<file path="config.mk">
export PLATFORM = sky130hd
export DESIGN_NAME = pipe_stage_elastic
export DESIGN_NICKNAME = d
export VERILOG_FILES = /design/src/rtl/pipe_stage_elastic_pkg.sv /design/src/rtl/pipe_stage_elastic_slot.sv /design/src/rtl/pipe_stage_elastic.sv
export SDC_FILE = /design/constraint.sdc
export NUM_CORES = 1
export LEC_CHECK = 0
export BUFFER_PORTS_ARGS = -buffer_cell sky130_fd_sc_hd__buf_2
export CAP_MARGIN = 20
export CORE_MARGIN = 2
export CORE_UTILIZATION = 45
export DETAILED_ROUTE_END_ITERATION = 8
export PLACE_DENSITY = 0.71
export SYNTH_ARGS = -nofsm -noshare
export SYNTH_HDL_FRONTEND = slang
export SYNTH_SLANG_ARGS = --single-unit
</file>
<file path="constraint.sdc">
create_clock -name clk -period 2.45 [get_ports clk]
set_clock_uncertainty 0.05 [all_clocks]
set_input_delay 0.1225 -clock clk [delete_from_list [all_inputs] [get_ports clk]]
set_output_delay 0.1225 -clock clk [all_outputs]
set_load 0.1 [all_outputs]
</file>
<file path="src/rtl/pipe_stage_elastic_pkg.sv">
// Shared constants for the elastic pipeline stage: default inert control value,
// control-field bit positions and the number of storage slots per stage.
package pipe_pkg;

    localparam int STAGE_SLOTS = 2;

    localparam logic [7:0] CTRL_NOP_DFLT = 8'h00;

    // Control-field layout: WB bits on top, then M, then EX.
    localparam int WB_WRITE    = 7;
    localparam int WB_MEM2REG  = 6;
    localparam int M_READ      = 5;
    localparam int M_WRITE     = 4;
    localparam int EX_REGDST   = 3;
    localparam int EX_ALUSRC   = 2;
    localparam int EX_ALUOP_HI = 1;
    localparam int EX_ALUOP_LO = 0;

endpackage

</file>
<file path="src/rtl/pipe_stage_elastic_slot.sv">
// One storage slot of the elastic stage: a valid bit plus control and data
// registers, with independent load and clear (clear wins) enables.
module pipe_slot
    import pipe_pkg::*;
#(
    parameter int                CTRL_W   = 8,
    parameter int                DATA_W   = 128,
    parameter logic [CTRL_W-1:0] RST_CTRL = '0
) (
    input  logic              clk,
    input  logic              rst_n,
    input  logic              load,
    input  logic              clear,
    input  logic [CTRL_W-1:0] d_ctrl,
    input  logic [DATA_W-1:0] d_data,
    output logic              valid,
    output logic [CTRL_W-1:0] q_ctrl,
    output logic [DATA_W-1:0] q_data
);

    // Clear only drops the valid bit so the last data word stays visible.
    always_ff @(posedge clk or negedge rst_n) begin
        if (!rst_n) begin
            valid  <= 1'b0;
            q_ctrl <= RST_CTRL;
            q_data <= '0;
        end else if (clear) begin
            valid  <= 1'b0;
        end else if (load) begin
            valid  <= 1'b1;
            q_ctrl <= d_ctrl;
            q_data <= d_data;
        end
    end

endmodule

</file>
<file path="src/rtl/pipe_stage_elastic.sv">
// Elastic pipeline register: valid/ready handshake with a two-entry skid buffer,
// flush of all held entries and NOP bubble injection for load-use hazards.
module pipe_stage_elastic
    import pipe_pkg::*;
#(
    parameter int                CTRL_W   = 8,
    parameter int                DATA_W   = 128,
    parameter logic [CTRL_W-1:0] CTRL_NOP = CTRL_W'(CTRL_NOP_DFLT)
) (
    input  logic              clk,
    input  logic              rst_n,
    input  logic              in_valid,
    output logic              in_ready,
    input  logic [CTRL_W-1:0] in_ctrl,
    input  logic [DATA_W-1:0] in_data,
    output logic              out_valid,
    input  logic              out_ready,
    output logic [CTRL_W-1:0] out_ctrl,
    output logic [DATA_W-1:0] out_data,
    input  logic              flush,
    input  logic              inject_bubble,
    output logic [1:0]        occupancy
);

    logic              main_valid;
    logic [CTRL_W-1:0] main_ctrl;
    logic [DATA_W-1:0] main_data;
    logic              skid_valid;
    logic [CTRL_W-1:0] skid_ctrl;
    logic [DATA_W-1:0] skid_data;

    logic              drain;
    logic              enq;
    logic [CTRL_W-1:0] enq_ctrl;
    logic [DATA_W-1:0] enq_data;
    logic              load_main;
    logic              clear_main;
    logic              load_skid;
    logic              clear_skid;
    logic [CTRL_W-1:0] main_d_ctrl;
    logic [DATA_W-1:0] main_d_data;

    // in_ready comes straight from the skid flop; only the bubble request gates it.
    assign in_ready = !skid_valid && !inject_bubble;
    assign drain    = main_valid && out_ready;

    // A bubble takes the place of the upstream payload in the enqueue path.
    assign enq      = (inject_bubble || in_valid) && !skid_valid && !flush;
    assign enq_ctrl = inject_bubble ? CTRL_NOP : in_ctrl;
    assign enq_data = inject_bubble ? '0 : in_data;

    always_comb begin
        load_main   = 1'b0;
        load_skid   = 1'b0;
        main_d_ctrl = enq_ctrl;
        main_d_data = enq_data;
        if (!flush) begin
            if (skid_valid) begin
                load_main   = drain;
                main_d_ctrl = skid_ctrl;
                main_d_data = skid_data;
            end else if (enq) begin
                load_main = !main_valid || drain;
                load_skid = main_valid && !drain;
            end
        end
        clear_main = flush || (drain && !load_main);
        clear_skid = flush || (skid_valid && drain);
    end

    pipe_slot #(
        .CTRL_W   (CTRL_W),
        .DATA_W   (DATA_W),
        .RST_CTRL (CTRL_NOP)
    ) u_main (
        .clk    (clk),
        .rst_n  (rst_n),
        .load   (load_main),
        .clear  (clear_main),
        .d_ctrl (main_d_ctrl),
        .d_data (main_d_data),
        .valid  (main_valid),
        .q_ctrl (main_ctrl),
        .q_data (main_data)
    );

    pipe_slot #(
        .CTRL_W   (CTRL_W),
        .DATA_W   (DATA_W),
        .RST_CTRL (CTRL_NOP)
    ) u_skid (
        .clk    (clk),
        .rst_n  (rst_n),
        .load   (load_skid),
        .clear  (clear_skid),
        .d_ctrl (enq_ctrl),
        .d_data (enq_data),
        .valid  (skid_valid),
        .q_ctrl (skid_ctrl),
        .q_data (skid_data)
    );

    // An empty main slot still presents an inert instruction downstream.
    assign out_valid = main_valid;
    assign out_ctrl  = main_valid ? main_ctrl : CTRL_NOP;
    assign out_data  = main_data;
    assign occupancy = 2'(main_valid) + 2'(skid_valid);

endmodule

</file>
Yosys cells after proc, flatten, opt, wreduce, memory -nomap -nowiden
Index checks and enable logic that the tools add are counted.
{"block": "totals", "elab_cells": 47, "in_bits": 142, "regBits": 274, "out_inout_bits": 140}
{"block": "op_classes", "n_addsub": 1, "muxes": 17, "n_reduce_logical": 21, "n_bitwise": 2}
{"op": "2-to-1 mux 128 bit", "n": 3}
{"op": "2-to-1 mux 8 bit", "n": 4}
{"op": "2-to-1 mux 1 bit", "n": 10}
{"op": "logical AND 1 bit", "n": 7}
{"op": "zero test 1 bit", "n": 6}
{"op": "logical OR 1 bit", "n": 4}
{"op": "AND reduction 2 bit", "n": 2}
{"op": "nonzero test 2 bit", "n": 2}
{"op": "adder 1 x 1 -> 2 bit", "n": 1}
{"op": "NOT 1 bit", "n": 2}

Longest topological paths before layout
Gate-level depths: netlist of run 1.
{"block": "depth", "ltp_word": 11, "depth_mapped": 6, "ltp_nobuf": 3}

Modules after synthesis
From an unflattened synthesis of run 1, not the netlist that was laid out.
{"block": "hier_totals", "cells_unflattened": 905, "hier_area_um2": 13357.8}
{"module": "pipe_slot", "n_inst": 2, "seq_area_each_um2": 3428.3, "area_each_um2": 5243.8, "cells_each": 291}
{"module": "pipe_stage_elastic", "n_inst": 1, "seq_area_each_um2": 0.0, "area_each_um2": 2870.3, "cells_each": 323}

Least setup slack after synthesis of run 1
No wires, ideal clock.
{"block": "synth_path", "path_type": "register to register", "from": "reg u_main.valid", "to": "reg u_main.q_data[44]", "t_required_ns": 2.275, "setup_ns": 0.125, "path_stages_with_launch": 7, "n_path_buf": 3, "period_less_slack_ns": 2.339, "t_arrival_ns": 2.164, "setup_slack_ns": 0.111, "cell_sequence": "dfrtp_1 -> nand2_1 -> a221oi_1 -> buf_2 -> buf_4 -> buf_4 -> mux2_2"}
{"block": "synth_via", "elab_chain_len": 10, "word_cells_on_any_way": 11, "classes_between": "3 x mux; 1 x bitwise; 7 x reduce/logical"}
{"item": "start, declared", "line": "pipe_stage_elastic_slot.sv:16", "text": "output logic valid,"}
{"item": "start signal, assigned", "line": "pipe_stage_elastic_slot.sv:24", "text": "valid <= 1'b0;"}
{"item": "start signal, assigned", "line": "pipe_stage_elastic_slot.sv:28", "text": "valid <= 1'b0;"}
{"item": "start signal, assigned", "line": "pipe_stage_elastic_slot.sv:30", "text": "valid <= 1'b1;"}
{"item": "zero test 1 bit / logical AND 1 bit (equally long branches)", "line": "pipe_stage_elastic.sv:63, pipe_stage_elastic.sv:45"}
{"item": "logical OR 1 bit", "line": "pipe_stage_elastic.sv:63", "text": "load_main = !main_valid || drain;"}
{"item": "2-to-1 mux 1 bit", "line": "pipe_stage_elastic.sv:62", "text": "end else if (enq) begin"}
{"item": "2-to-1 mux 1 bit", "line": "pipe_stage_elastic.sv:58", "text": "if (skid_valid) begin"}
{"item": "2-to-1 mux 1 bit", "line": "pipe_stage_elastic.sv:57", "text": "if (!flush) begin"}
{"item": "zero test 1 bit", "line": "pipe_stage_elastic.sv:67", "text": "clear_main = flush || (drain && !load_main);"}
{"item": "logical AND 1 bit", "line": "pipe_stage_elastic.sv:67"}
{"item": "logical OR 1 bit", "line": "pipe_stage_elastic.sv:67"}
{"item": "NOT 1 bit (no source line)"}
{"item": "AND reduction 2 bit (no source line) *"}
{"item": "end signal, assigned", "line": "pipe_stage_elastic_slot.sv:32", "text": "q_data <= d_data;"}
{"item": "end, declared", "line": "pipe_stage_elastic_slot.sv:18", "text": "output logic [DATA_W-1:0] q_data"}
Every way passes the cells marked *; elsewhere a longest branch is shown, timed or not.
A chain may end at the register's enable or synchronous reset.

Final worst setup path of run 1
{"block": "layout_path", "from": "reg u_main.valid", "to": "reg u_main.q_data[9]"}
Same word-level chain as after synthesis.

==> qor.csv, run 1 <==
stage,metric,value,unit
logic_synthesis,post-synthesis cell count,899,
critical_path,CP cell instances,"nand2_1, a221oi_4, buf_12, buf_12, mux2_2",
floorplan,Starting Density,45.9,%
placed_design,routability congestion estimate,0.768,
worst_hold_path,hold depth,3,
power,Clk network pwr share,30.4,%
critical_path,R2R depth,5,
placed_design,I/O Buffers,281,
route,WL/cell,17.9,um
grt,initial antenna violation count,0,
timing,RSZ-0062 raised after global routing,no,
critical_path,crit path DAT,2.44,ns
route,Post-Route WL,30500,um
floorplan,total die area,30900,um^2
timing,Worst slew margin,55.0,%
critical_path,Worst path slowest cell,dfrtp_1,
grt,Tot GR Track Use,19.8,%
power,P_sw,0.00628,W
logic_synthesis,sequential fraction of the synthesis area,51.7,%
timing,max-slew violations,0,
layout,Final #Nets,1440,
route,# DRC,0,
timing,Final Cycle Share,86.4,%
cts,Clock Path Buffers,3,
timing,Min Hold Slack,0.0148,ns
power,Flop pwr share,35.8,%
placed_design,DPL Wire Length,18200,um
cts,"Reg clk slew, reported paths",0.06,ns
layout,Area growth syn-to-layout,31.8,%
logic_synthesis,syn nets,1042,
route,Via-to-Cell Ratio,5.01,
flow_run,max-cap violation count,0,
critical_path,critical path's largest stage delay,0.62,ns
route,initial drt markers,362,
floorplan,Die Span Y,176,um
critical_path,Critical Path Source Type,register,
cts,H-tree depth,2,
critical_path,Critical Path RT,2.78,ns
cts,Worst-Skew Late Latency,0.49,ns
cts,CTS tree,yes,
power,Pint,0.0103,W
timing,Slew @ Worst Pin,0.676,ns
floorplan,count of standard-cell rows,62,
grt,largest net degree at the start of global routing,138,
critical_path,CP Class,reg2reg,
critical_path,number of buffer and inverter stages on the critical path,2,
critical_path,critical path's top delay family,flip-flops,
critical_path,reg2reg setup slack,0.33,ns
cts,clk root buf,clkbuf_16,
critical_path,CP Capture Type,register,
layout,ratio of cells with drive above 1 in the final layout,58.0,%
grt,first-pass GRT wire length,49300,um
power,sw frac,37.9,%
timing,Finish-stage setup viols,0,
route,via count,8550,
grt,total gr overflow,0,
cts,CTS Sinks,274,
grt,vias in the first global route,9393,
timing,Hold Fails Final Rpt,0,
floorplan,Ports,282,
critical_path,RR Startpoint,u_main.valid,
power,pwr dens,949,nW/um^2
timing,post-route setup TNS,0,ns
run_status,status,"complete, no violations",
timing,Fmax achieved,473,MHz
logic_synthesis,Mean Syn Cell Area,14.7,um^2
route,First-pass DRT Iterations,4,
logic_synthesis,Synth Warn #,0,
cts,CTS Buf Count,34,
power,Lkg Pwr,8.93,nW
critical_path,crit-path max FO,37,
power,Max VDD drop,873,uV
layout,ANT cells,0,
worst_hold_path,Hold Startpoint,in_data[119],
power,logic gate share of total power,33.8,%
layout,FILL cells,2209,
logic_synthesis,distinct cell type count after synthesis,22,
worst_hold_path,Hold Crit Endpoint,u_skid.q_data[119],
floorplan,Core Footprint,28900,um^2
critical_path,RR Endpoint,u_main.q_data[9],
route,post-route antenna net violation count,0,
worst_hold_path,min-delay worst type,in2reg,
floorplan,chip width,176,um
logic_synthesis,#FFs+latches synth,274,
logic_synthesis,mapped cell area,13300,um^2
critical_path,CP most frequent cell,buf_12,
timing,fin crit period,2.12,ns
[how the worst max path moves through the flow]
stage                       startpoint  slack, ns                end  cells after the start
after floorplan           u_main.valid       0.11  u_main.q_data[44]                      6
after global placement    u_main.valid       0.39  u_main.q_data[23]                      5
after detailed placement  u_main.valid       0.34   u_main.q_data[9]                      5
after CTS                 u_main.valid       0.33   u_main.q_data[9]                      5
after global routing      u_main.valid       0.18  u_main.q_data[23]                      5
final                     u_main.valid       0.33   u_main.q_data[9]                      5
[placed cells by master (no fill, tap or decap)]
cell type	count
buf_12	13
clkinvlp_4	1
and2_1	8
nor2_1	1
nor2b_1	136
buf_8	1
nand2_1	2
clkinv_2	6
dlygate4sd3_1	119
nand2b_4	1
mux2_4	119
buf_4	11
clkbuf_16	37
bufinv_16	2
ha_1	1
clkbuf_8	6
a21o_1	1
o21ai_0	1
clkbuf_1	8
or4b_4	1
dfrtp_1	274
a221oi_4	1
mux2_2	288
o21bai_1	1
a21oi_1	1
buf_2	279
inv_1	1
inv_6	1
mux2_1	1
[state kept, by name (all words and copies together) (netlist names)]
register / cells
u_skid.q_ctrl: 8
u_skid.valid: 1
u_skid.q_data: 128
u_main.valid: 1
u_main.q_data: 128
u_main.q_ctrl: 8
[worst min-delay path, delay by kind of cell]
family        cells  cell delay (ns)
mux               1             0.17
buf+inv           1             0.07
simple gates      1             0.16
[layout make-up]
class | count | area (um^2) | share of cell area, %
clock buffers | 51 | 1040 | 5.94
multi-input cells | 563 | 6040 | 34.6
repair buffers | 423 | 2950 | 16.9
inverters | 1 | 3.75 | 0.0215
clock inverters | 10 | 106 | 0.609
well taps | 384 | 480 | 2.75
flip-flops and latches | 274 | 6860 | 39.2
[per-layer routing]
| layer | vias up | track usage [%] | share of wire (%) |
|---|---|---|---|
| met1 | 4335 | 25.5 | 43 |
| met4 | 0 | 6.06 | 2.7 |
| met5 | - | 0 | 0 |
| li1 | 3924 | - | - |
| met2 | 230 | 33.4 | 48 |
| met3 | 61 | 4.46 | 5.7 |
[cells in the mapped netlist]
master	n	area (um^2)
buf_4	5	37.5
buf_1	8	30.0
nand2_1	2	7.51
mux2_2	288	3240
clkbuf_1	18	67.6
a21oi_1	1	5.00
nor2_1	1	3.75
dfrtp_1	274	6860
buf_6	15	169
or4b_4	1	13.8
nor2b_1	136	851
ha_1	1	12.5
mux2_1	1	11.3
buf_2	15	75.1
and2_1	8	50.1
a221oi_1	1	8.76
inv_1	1	3.75
o21bai_1	1	7.51
o21ai_0	1	5.00
a21o_1	1	7.51
mux2_4	119	1790
nand2b_1	1	6.26
[what timing repair did]
item / in CTS / in global routing
hold endpoints to repair: 391 / 0
resized for setup: 0 / 0
hold buffers: 119 / 0
setup buffers: 0 / 0
[kinds of logic after synthesis]
kind of cell             synth area share [%]
buffers and inverters                    2.89
AND/OR/NAND/NOR                          7.03
multiplexers                             38.0
AO/OA/AOI/OAI                           0.255
flip-flops                               51.7
adder cells (fa/ha/maj)                0.0944
[stage by stage]
stage	utilization, %	std cells	power (W)	setup WS [ns]	area [um^2]
detailed placement	52.5	1526	0.0115	0.337	15100
finish	60.6	1706	0.0166	0.334	17500
CTS	60.6	1706	0.0167	0.327	17500
floorplan	-	899	0.0104	0.111	13300
global placement	52.5	1526	0.0114	0.395	15100
global route	60.6	1706	0.0173	0.179	17500
[power groups by stage]
| stage | Combinational [W] | Clock [W] | Sequential (W) |
|---|---|---|---|
| global placement | 0.00541 | 0 | 0.00596 |
| floorplan | 0.00172 | 0 | 0.00867 |
| global route | 0.00583 | 0.00537 | 0.00605 |
| CTS | 0.00563 | 0.00518 | 0.00593 |
| detailed placement | 0.00548 | 0 | 0.00598 |
| finish | 0.00560 | 0.00504 | 0.00594 |
No activity file was read; power rests on OpenSTA's default activity.
==> run 2: changes to the inputs <==
GPL_TIMING_DRIVEN = 0   (was default)
==> qor.csv, run 2 (synthesis gave the netlist of run 1 again) <==
stage,metric,value,unit,change
run_status,status,"complete, no violations",,
floorplan,count of standard-cell rows,62,,unchanged
critical_path,Critical Path RT,2.83,ns,+0.05 ns
power,logic gate share of total power,33.8,%,about the same
timing,Hold Fails Final Rpt,0,,unchanged
placed_design,Setup WS pre-CTS,0.0814,ns,-0.256 ns
timing,post-route setup TNS,0,ns,unchanged
layout,Final #Nets,1498,,+4.0%
critical_path,Critical Path Source Type,register,,
power,Max VDD drop,705,uV,-19%
flow_run,max-cap violation count,0,,unchanged
cts,clk root buf,clkbuf_16,,
timing,worst setup margin,0.143,ns,-0.192 ns
grt,total gr overflow,0,,unchanged
critical_path,RR Startpoint,u_skid.valid,,
critical_path,CP Capture Type,register,,
floorplan,Starting Density,45.9,%,unchanged
layout,Area growth syn-to-layout,33.9,%,
grt,initial antenna violation count,2,,+2
power,Pint,0.0104,W,+1.2%
cts,CTS tree,yes,,
cts,"Reg clk slew, reported paths",0.06,ns,about the same
layout,"most common cell after layout, fill and taps aside",buf_2,,
power,pwr dens,940,nW/um^2,-0.93%
worst_hold_path,min-delay worst type,in2async,,
route,Post-Route WL,31500,um,+3.2%
cts,H-tree depth,1,,-1
critical_path,crit path DAT,2.69,ns,+0.25 ns
route,First-pass DRT Iterations,4,,unchanged
power,P_sw,0.00627,W,-0.11%
floorplan,chip width,176,um,unchanged
layout,biggest regs,"u_main.q_data (128), u_skid.q_data (128)",,
floorplan,Ports,282,,unchanged
grt,first-pass GRT wire length,51400,um,+4.1%
timing,Fmax achieved,433,MHz,-8.3%
timing,Min Hold Slack,0.0843,ns,+0.0695 ns
timing,max-slew violations,0,,unchanged
placed_design,I/O Buffers,281,,unchanged
cts,Clock Path Buffers,3,,unchanged
grt,vias in the first global route,9633,,+2.6%
timing,Finish-stage setup viols,0,,unchanged
grt,largest net degree at the start of global routing,118,,-14%
timing,Slew @ Worst Pin,0.965,ns,+0.290 ns
power,Tot Pwr,0.0167,W,+0.68%
route,via count,8661,,+1.3%
cts,Worst-Skew Late Latency,0.56,ns,+0.07 ns
route,post-route antenna net violation count,0,,unchanged
grt,Tot GR Track Use,20.6,%,+0.83 points
power,Flop pwr share,35.5,%,-0.3 points
placed_design,routability congestion estimate,0.764,,-0.44%
route,initial drt markers,272,,-25%
timing,Final Cycle Share,94.2,%,+7.8 points
route,Via-to-Cell Ratio,4.90,,-2.1%
cts,CTS Sinks,274,,unchanged
route,WL/cell,17.8,um,-0.33%
floorplan,Core Footprint,28900,um^2,unchanged
power,sw frac,37.6,%,-0.30 points
layout,"commonest cells after routing, fill and taps aside","buf_2, mux2_2, dfrtp_1, dlygate4sd3_1, nor2b_1",,
floorplan,Die Span Y,176,um,unchanged
layout,ratio of cells with drive above 1 in the final layout,56.4,%,-1.6 points
critical_path,origin of the worst setup path,u_skid.valid,,
timing,RSZ-0062 raised after global routing,no,,
cts,post-CTS setup buffers,0,,unchanged
cts,CTS Buf Count,31,,-8.8%
power,Clk network pwr share,30.7,%,+0.3 points
power,Lkg Pwr,9.06,nW,+1.4%
critical_path,CP Class,reg2reg,,
timing,Worst slew margin,35.7,%,-19 points
critical_path,crit-path max FO,10,,-73%
route,# DRC,0,,unchanged
floorplan,total die area,30900,um^2,unchanged
placed_design,DPL Wire Length,20200,um,+11%
timing,fin crit period,2.31,ns,+0.192 ns
run 2: changes by cell type in the layout (fill, tap and decap cells not counted), sizes merged:
cell,before,now
bufinv,2,8
clkinv,6,7
clkbuf,51,59
dlygate4sd3,119,140
buf,304,325
diode,0,2
clkinvlp,1,2
run 2: per-stage QoR:
step	instance area, um^2	std cells	util, %
floorplan	13300	899	-
global placement	15100	1564	52.5
detailed placement	15200	1566	52.7
CTS	17800	1764	61.5
global route	17800	1766	61.5
finish	17800	1766	61.5
run 2: worst paths after layout:
path,endpoint,slack [ns],depth (start not counted)
min in group clk,u_skid.q_ctrl[7],0.17,4
max in group asynchronous,u_skid.q_data[59],1.23,3
setup reg to reg,u_main.q_data[45],0.14,6
setup / recovery,u_main.q_data[45],0.14,6
hold reg to reg,u_main.q_data[119],0.45,1
hold / removal,u_skid.q_data[23],0.08,2
run 2: layer usage:
| metal | vias to the layer above | track usage (%) | part of all wire (%) | routed length, um |
|---|---|---|---|---|
| li1 | 4049 | - | - | - |
| met1 | 4346 | 27.4 | 45 | 14000 |
| met2 | 214 | 34.8 | 48 | 15100 |
| met3 | 52 | 4.00 | 5.2 | 1630 |
| met4 | 0 | 5.30 | 2.4 | 746 |
| met5 | - | 0 | 0 | 0 |
run 2: power groups by stage:
stage	sequential [W]	clock, W	combinational, W
floorplan	0.00867	0	0.00172
global placement	0.00594	0	0.00541
detailed placement	0.00597	0	0.00548
CTS	0.00591	0.00526	0.00567
global route	0.00604	0.00546	0.00588
finish	0.00592	0.00513	0.00565
run 2: what timing repair did:
item / CTS / global route
setup endpoints to repair: 0 / 40
gates resized for setup: 0 / 1
hold buffers: 140 / 0
hold endpoints to repair: 215 / 0
run 2: final cells by class:
cell class / count / area, um^2
Fill cell: 2246 / 11100
Sequential cell: 274 / 6860
Multi-Input combinational cell: 563 / 6020
Timing Repair Buffer: 423 / 2870
Clock buffer: 40 / 840
Tap cell: 384 / 480
Buffer: 61 / 382
Clock inverter: 18 / 299
Antenna cell: 2 / 5.00
Inverter: 1 / 3.75
run 2: critical path: stages, from the launching register on:
cell and delay (ns):
dfrtp_1 0.45, o21bai_1 0.22, a221oi_1 0.32, clkbuf_4 0.32, buf_4 0.23, buf_4 0.22
mux2_2 0.36
==> run 3: changes to the inputs <==
ABC_AREA = 1   (was default)
==> qor.csv, run 3 <==
stage,metric,value,unit,change
power,Lkg Pwr,10.8,nW,+20%
power,logic gate share of total power,32.6,%,-1.2 points
power,Clk network pwr share,28.9,%,-1.8 points
power,Tot Pwr,0.0150,W,-9.9%
logic_synthesis,ys async rst share,100,%,unchanged
power,Max VDD drop,640,uV,-9.2%
cts,CTS Buf Count,30,,-3.2%
cts,Clock Path Buffers,3,,unchanged
floorplan,Core Footprint,29700,um^2,+3.0%
cts,CTS resizes,0,,unchanged
cts,Worst-Skew Late Latency,0.55,ns,about the same
power,sw frac,41.4,%,+3.9 points
floorplan,total die area,31600,um^2,+2.5%
grt,largest net degree at the start of global routing,119,,+0.85%
critical_path,reg2reg setup slack,0.44,ns,+0.30 ns
layout,"commonest cells after routing, fill and taps aside","nand2_1, buf_2, dfrtp_1, nand3_1, inv_1",,
logic_synthesis,sequential fraction of the synthesis area,50.4,%,-1.3 points
route,Via-to-Cell Ratio,4.87,,-0.71%
layout,biggest regs,"u_main.q_data (128), u_skid.q_data (128)",,
logic_synthesis,Synth Warn #,0,,unchanged
floorplan,count of standard-cell rows,63,,+1.6%
run_status,status,"complete, no violations",,
route,Post-Route WL,40100,um,+27%
grt,vias in the first global route,13100,,+36%
cts,"Reg clk slew, reported paths",0.06,ns,about the same
route,initial drt markers,999,,+270%
logic_synthesis,most frequent cell after synthesis,nand2_1,,
floorplan,Die Span Y,178,um,+1.3%
route,via count,13700,,+58%
timing,Fmax achieved,422,MHz,-2.5%
logic_synthesis,Post-synth EDFFs,0,,unchanged
logic_synthesis,post-synth top area share,50.4,%,-1.3 points
logic_synthesis,#FFs+latches synth,274,,unchanged
power,P_sw,0.00623,W,-0.61%
layout,"most common cell after layout, fill and taps aside",nand2_1,,
flow_run,max-cap violation count,0,,unchanged
layout,Finished Cell Area,17900,um^2,+0.89%
timing,post-route setup TNS,0,ns,unchanged
logic_synthesis,distinct cell type count after synthesis,17,,-23%
critical_path,Critical Path Source Type,register,,
critical_path,crit-path max FO,10,,unchanged
critical_path,CP Capture Type,output port,,
timing,Worst slew margin,58.3,%,+23 points
placed_design,Setup WS pre-CTS,0.467,ns,+0.386 ns
critical_path,RR Endpoint,u_main.q_data[44],,
timing,Final Cycle Share,96.6,%,+2.4 points
timing,RSZ-0062 raised after global routing,no,,
route,post-route antenna net violation count,0,,unchanged
logic_synthesis,syn nets,2084,,+100%
timing,Slew @ Worst Pin,0.626,ns,-0.339 ns
grt,first-pass GRT wire length,64000,um,+25%
layout,Area growth syn-to-layout,31.7,%,
layout,ratio of cells with drive above 1 in the final layout,17.1,%,-39 points
layout,Final #Nets,2539,,+69%
floorplan,Starting Density,45.8,%,-0.17 points
logic_synthesis,mapped cell area,13600,um^2,+2.6%
timing,fin crit period,2.37,ns,+0.0597 ns
critical_path,Critical Path RT,2.28,ns,-0.55 ns
logic_synthesis,leading area contributor after synthesis,dfrtp_1,,
worst_hold_path,min-delay worst type,in2async,,
logic_synthesis,top post-synthesis cells by count,"nand2_1, dfrtp_1, nand3_1, inv_1, nor2_1",,
grt,total gr overflow,0,,unchanged
timing,worst setup margin,0.0828,ns,-0.0597 ns
route,# DRC,0,,unchanged
power,Pint,0.00881,W,-16%
cts,H-tree depth,1,,unchanged
timing,Finish-stage setup viols,0,,unchanged
critical_path,RR Startpoint,u_main.valid,,
timing,Hold Fails Final Rpt,0,,unchanged
logic_synthesis,post-synthesis cell count,1941,,+120%
placed_design,I/O Buffers,281,,unchanged
floorplan,chip width,178,um,+1.3%
cts,clk root buf,clkbuf_16,,
power,pwr dens,840,nW/um^2,-11%
cts,CTS tree,yes,,
cts,CTS Sinks,274,,unchanged
floorplan,Ports,282,,unchanged
logic_synthesis,Mean Syn Cell Area,7.01,um^2,-52%
grt,Tot GR Track Use,25.1,%,+4.5 points
logic_synthesis,Synth area leaders,"dfrtp_1, nand2_1, nand3_1, inv_1, nor2_1",,
critical_path,R2R depth,8,,+2
critical_path,CP Class,reg2out,,
grt,initial antenna violation count,5,,+3
power,Flop pwr share,38.5,%,+3.0 points
logic_synthesis,Most used DFF post-synth,dfrtp_1,,
route,WL/cell,14.3,um,-20%
placed_design,DPL Wire Length,26700,um,+33%
route,First-pass DRT Iterations,5,,+1
placed_design,placed cell areas,15600,um^2,+2.3%
placed_design,routability congestion estimate,0.880,,+15%
critical_path,crit path DAT,2.19,ns,-0.50 ns
timing,max-slew violations,0,,unchanged
-- run 3: stage by stage --
step,instances,hold slack [ns],util (%)
2_1_floorplan,1941,-0.223,-
3_3_place_gp,2612,0.294,52.2
3_5_place_dp,2614,-0.00665,52.4
4_1_cts,2806,0.0141,60.3
5_1_grt,2809,0.0443,60.3
6_report,2810,0.00313,60.3
-- run 3: area by class of cell --
cell class / count / area [um^2]
fill: 2660 / 11800
sequential: 274 / 6860
multi-input combinational: 1383 / 5560
timing repair buffer: 423 / 2870
clock buffer: 43 / 891
buffer: 134 / 628
inverter: 150 / 563
tap: 390 / 488
clock inverter: 9 / 50.0
antenna: 4 / 10.0
-- run 3: cell families (layout without fill, tap and decap cells) --
kind of cell             count (synthesis)  in the layout  share of synthesized area [%]
AO/OA/AOI/OAI                            2              2                         0.0828
buffers and inverters                  284            759                           8.76
adder cells (fa/ha/maj)                  1              1                         0.0920
AND/OR/NAND/NOR                       1380           1380                           40.7
other                                    0              4                              0
flip-flops                             274            274                           50.4
-- run 3: power groups by stage --
stage / combinational, W / clock (W) / sequential (W)
after detailed placement: 0.00472 / 0 / 0.00585
after floorplan: 0.00121 / 0 / 0.00831
after global placement: 0.00465 / 0 / 0.00583
after CTS: 0.00491 / 0.00442 / 0.00578
after global routing: 0.00524 / 0.00459 / 0.00588
final: 0.00490 / 0.00435 / 0.00580
-- run 3: timing repair --
action,4_1_cts,5_1_grt
hold buffers,140,0
setup buffers,0,0
hold endpoints to repair,427,0
-- run 3: how the worst max path moves through the flow --
stage | startpoint | endpoint | slack, ns
final | u_skid.valid | in_ready | 0.08
after global routing | u_skid.valid | in_ready | 0.06
after CTS | u_skid.valid | in_ready | 0.11
after detailed placement | u_main.valid | u_main.q_data[50] | 0.47
after global placement | rst_n | u_main.q_data[23] | -3.89
after floorplan | u_skid.valid | in_ready | 0.22
-- run 3: per-layer routing --
metal / share of wire [%] / vias to the layer above / GRT usage [%] / routed length, um
met5: 0 / - / 0 / 0
met4: 1.9 / 0 / 5.87 / 760
met3: 7.5 / 67 / 4.63 / 3020
met2: 46 / 493 / 42.5 / 18600
met1: 44 / 6331 / 33.5 / 17700
li1: - / 6792 / - / -
-- run 3: critical path, stage by stage, from the launching register on --
cell and delay, ns:
dfrtp_1 0.50, buf_2 0.35, buf_1 0.37, nor2_1 0.11
buf_2 0.31
